## src/rtl/led_frame_fetch.sv

```systemverilog
`default_nettype none
//==============================================================================
// Module   : led_frame_fetch
// Brief    : Reads 24-bit pixels (two 16-bit SPRAM words each) and presents them
//            to the LED serializer over a valid/ready handshake.
//            Optional macro LED_FETCH_BRIGHTNESS_EN adds a per-byte right-shift
//            brightness control (bright_shift).
// Revision : 1.0 - initial release
//==============================================================================
module led_frame_fetch #(
    parameter int          NUM_LEDS  = 144,
    parameter logic [13:0] BASE_ADDR = 14'd0
) (
    input  logic        clk,
    input  logic        reset,
    input  logic        start,
`ifdef LED_FETCH_BRIGHTNESS_EN
    input  logic [2:0]  bright_shift,
`endif
    output logic        busy,
    output logic [13:0] mem_addr,
    input  logic [15:0] mem_rdata,
    output logic [23:0] pix_data,
    output logic        pix_valid,
    input  logic        pix_ready,
    output logic        frame_done
);

    localparam int                 c_IDX_W    = (NUM_LEDS > 1) ? $clog2(NUM_LEDS) : 1;
    localparam logic [c_IDX_W-1:0] c_LAST_IDX = c_IDX_W'(NUM_LEDS - 1);

    localparam logic [2:0] c_IDLE     = 3'd0;
    localparam logic [2:0] c_FETCH_LO = 3'd1;
    localparam logic [2:0] c_FETCH_HI = 3'd2;
    localparam logic [2:0] c_CAP_HI   = 3'd3;
    localparam logic [2:0] c_PRESENT  = 3'd4;
    localparam logic [2:0] c_DONE     = 3'd5;

    logic [2:0]         r_state,    w_state_nxt;
    logic [c_IDX_W-1:0] r_idx,      w_idx_nxt;
    logic [13:0]        r_mem_addr, w_mem_addr_nxt;
    logic [23:0]        r_pix_data, w_pix_data_nxt;
    logic [23:0]        w_pix_raw;
    logic [23:0]        w_pix_present;

    // Word address of the low half of pixel idx; wraps naturally at 2^14.
    function automatic logic [13:0] f_lo_addr(input logic [c_IDX_W-1:0] idx);
        return BASE_ADDR + 14'({idx, 1'b0});
    endfunction

    assign w_pix_raw = {mem_rdata[7:0], r_pix_data[15:0]};

`ifdef LED_FETCH_BRIGHTNESS_EN
    assign w_pix_present = {w_pix_raw[23:16] >> bright_shift,
                            w_pix_raw[15:8]  >> bright_shift,
                            w_pix_raw[7:0]   >> bright_shift};
`else
    assign w_pix_present = w_pix_raw;
`endif

    always_ff @(posedge clk or negedge reset) begin
        if (!reset) begin
            r_state    <= c_IDLE;
            r_idx      <= '0;
            r_mem_addr <= BASE_ADDR;
            r_pix_data <= '0;
        end else begin
            r_state    <= w_state_nxt;
            r_idx      <= w_idx_nxt;
            r_mem_addr <= w_mem_addr_nxt;
            r_pix_data <= w_pix_data_nxt;
        end
    end

    always_comb begin
        w_state_nxt    = r_state;
        w_idx_nxt      = r_idx;
        w_mem_addr_nxt = r_mem_addr;
        w_pix_data_nxt = r_pix_data;
        case (r_state)
            c_IDLE: begin
                if (start) begin
                    w_state_nxt    = c_FETCH_LO;
                    w_idx_nxt      = '0;
                    w_mem_addr_nxt = f_lo_addr('0);
                end
            end
            c_FETCH_LO: begin
                w_state_nxt    = c_FETCH_HI;
                w_mem_addr_nxt = f_lo_addr(r_idx) + 14'd1;
            end
            c_FETCH_HI: begin
                w_state_nxt          = c_CAP_HI;
                w_pix_data_nxt[15:0] = mem_rdata;
            end
            c_CAP_HI: begin
                w_state_nxt    = c_PRESENT;
                w_pix_data_nxt = w_pix_present;
            end
            c_PRESENT: begin
                if (pix_ready) begin
                    if (r_idx == c_LAST_IDX) begin
                        w_state_nxt = c_DONE;
                    end else begin
                        w_state_nxt    = c_FETCH_LO;
                        w_idx_nxt      = r_idx + c_IDX_W'(1);
                        w_mem_addr_nxt = f_lo_addr(r_idx + c_IDX_W'(1));
                    end
                end
            end
            c_DONE:  w_state_nxt = c_IDLE;
            default: w_state_nxt = c_IDLE;
        endcase
    end

    assign busy       = (r_state != c_IDLE);
    assign pix_valid  = (r_state == c_PRESENT);
    assign frame_done = (r_state == c_DONE);
    assign mem_addr   = r_mem_addr;
    assign pix_data   = r_pix_data;

endmodule
`default_nettype wire

```

## config.mk

```make
export PLATFORM = sky130hd
export DESIGN_NAME = led_frame_fetch
export DESIGN_NICKNAME = d
export VERILOG_FILES = /design/src/rtl/led_frame_fetch.sv
export SDC_FILE = /design/constraint.sdc
export NUM_CORES = 1
export LEC_CHECK = 0
export CORE_MARGIN = 2
export CORE_UTILIZATION = 42
export DETAILED_ROUTE_END_ITERATION = 8
export PLACE_DENSITY = 0.75
export SYNTH_ARGS = -nofsm -noshare
export SYNTH_HDL_FRONTEND = slang
export SYNTH_SLANG_ARGS = --single-unit
```

## constraint.sdc

```tcl
create_clock -name clk -period 2.08 [get_ports clk]
set_clock_uncertainty 0.2 [all_clocks]
set_input_delay 0.312 -clock clk [delete_from_list [all_inputs] [get_ports clk]]
set_output_delay 0.312 -clock clk [all_outputs]
set_load 0.1 [all_outputs]
```

==> key figures <==
Global route
  – GR Util All Layers: approximately a fifth
  – Total gr overflow: 0
  – Largest net degree at the start of global routing: 23
  – Global-route wire length before repair: 7880 um
  – Antenna violations before repair: 0
  – Vias in the first global route: roughly 1700

Layout
  – Number of non-filler instances in the completed layout: about 320
  – Util after Layout: 61.4%
  – Area of the multi-input gates: ~900 sq um
  – # diodes: 0
  – Syn-to-layout area delta: 39.5%
  – Share of layout cells above drive strength 1: 40.2%
  – Fill count: 394
  – Register area: ~0.0011 sq mm
  – Final instance area: between 0.002 and 0.003 sq mm
  – Final #Nets: between 200 and 300

Route
  – Wire per inst: ~15 um
  – Via Count: 1671
  – Initial drt markers: just under 100
  – DRC Markers: 0
  – Routed Antenna Nets: 0
  – Detailed Routing Iterations Pass 1: 4
  – Via/cell ratio: 5.25
  – Total routed wirelength: 4840 um

STA
  – Worst Setup Slack, final: ~37 ps
  – Slew Viols, Final: 0
  – Final critical-path share of the clock period: between 90% and 100%
  – RSZ-0062 raised after global routing: true
  – Count of endpoints failing setup in the final report: 0
  – Final period demand of the worst path: roughly 2000 ps
  – Final Hold Vio Count: 0
  – F_max: 489 MHz

Yosys
  – Area contributors post-synth: dfrtp_1, mux2_2, o21ai_0
  – Post-Syn Area: ~0.0021 sq mm
  – Mean Syn Cell Area: ~12 sq um
  – Primary FF master, synth: dfrtp_1
  – Synth Warn #: 0
  – Dominant cell type by area after synthesis: dfrtp_1
  – Post-synth top cells: dfrtp_1, mux2_2, o21ai_0
  – Most common cell in the netlist: dfrtp_1
  – FF+latch count, synth: 44
  – Share of the synthesized area in the top cell type: a little over half
  – Number of enable flip-flop cells after synthesis: 0
  – Sequential area share after synthesis: 52.6%
  – Synth cell types: 53
  – Post-synthesis cell count: ~180
  – Synth async-reset ratio: 100%

Setup path
  – CP Max Fanout: 5
  – WS Path Type: reg2reg
  – R2R Setup Slk: roughly 37 ps
  – Worst Setup End Kind: flop
  – CP Launch Type: flop
  – WP data required: 2050 ps
  – Arrival @ worst endpoint: just over 2000 ps

Die
  – Height of the die: around 75 um
  – Initial Util: between 40% and 50%
  – Die ar.: between 0.005 and 0.006 sq mm
  – Core area: around 0.0048 sq mm
  – # rows: 25
  – Num ports: slightly above 60
  – Die X: about 75 um

Clocking
  – Max clock buf depth: 2
  – Reg clk slew, reported paths: approximately 90 ps
  – CTS tree: built
  – H-tree levels: 2
  – Root Driver: clkbuf_8
  – Clk_lat worst skew: 290 ps
  – Cts bufs inserted: 5
  – Clock sinks: 44

Run
  – # Max-Cap Violations: 0

Placed design
  – Port buffer count: 55
  – Placed Area: 0.00276 sq mm
  – Gpl congestion: roughly 0.86
  – Placed Instances: slightly above 300
  – Post-place setup slack: -23.0 ps
  – HPWL after DPL: roughly 3500 um

Run status
  – Outcome: finished clean

Worst hold path
  – Hold Path Class: reg2reg
-- final timing paths --
check,start,end,depth (start not counted)
max,r_idx[6],mem_addr[7],4
min,mem_addr[0],mem_addr[0],1
max reg2reg,r_idx[6],mem_addr[7],4
min reg2reg,mem_addr[0],mem_addr[0],1
max in group asynchronous,reset,pix_data[11],3
min in group asynchronous,reset,r_idx[4],2
-- metrics by stage --
step           hold WS (ps)  TNS, ps
2_1_floorplan          -184        0
3_3_place_gp            112        0
3_5_place_dp            109    -24.6
4_1_cts                 302        0
5_1_grt                 328    -46.2
6_report                294        0
-- worst max-delay path, stage by stage, from the launching register on --
cell	delay, ps
dfrtp_1	380
or3b_1	480
o31ai_2	450
nor3_1	120
a311o_1	290
-- kinds of logic (layout without fill, tap and decap cells) --
family,count (synthesis),count (layout),share of synthesized area (%)
buffers and inverters,20,91,5.08
adders and majority gates,1,1,0.597
muxes,27,27,14.3
DFF,44,44,52.6
AOI/OAI and AO/OA,36,36,12.5
xor gates and xnor gates,1,1,0.418
other,1,5,0.179
and+or+nand+nor,46,46,14.3
-- timing repair --
item,4_1_cts,5_1_grt
resized for setup,0,1
buffers inserted,1,1
setup endpoints to repair,1,2
pin swaps,0,1
hold buffers,1,0
endpoints found under the hold margin,20,0
-- registers in the layout, indices dropped and copies added, names as in the netlist --
register / flops
r_idx: 8
mem_addr: 9
r_state: 3
pix_data: 24
-- cell usage in the layout (no fill, tap or decap), drive strengths merged, types with 4 or more instances in the layout --
cell and count:
a31oi 5, o21ai 9, buf 61, nand2 8, conb 5, nand3 5, mux2 24, clkdlybuf4s50 18
clkbuf 5, dfrtp 44, nor3b 4, nor3 5
-- final cells by class --
type                            instances  share of cell area, %
Clock buffer                            5                   2.36
Clock inverter                          2                   2.06
Inverter                                4                  0.642
Multi-Input combinational cell        116                   30.9
Sequential cell                        44                   37.7
Tap cell                               67                   2.87
Timing Repair Buffer                   80                   23.5
-- routing by layer --
layer	GRT usage, %	vias up	wire (um)
met5	0	-	0
met4	5.16	0	50
met3	7.50	7	367
met2	31.3	58	2350
met1	22.6	817	2070
li1	-	789	-
Power is not shown: default switching activity piles up to over one toggle a cycle in this logic, so the estimate is an artifact.
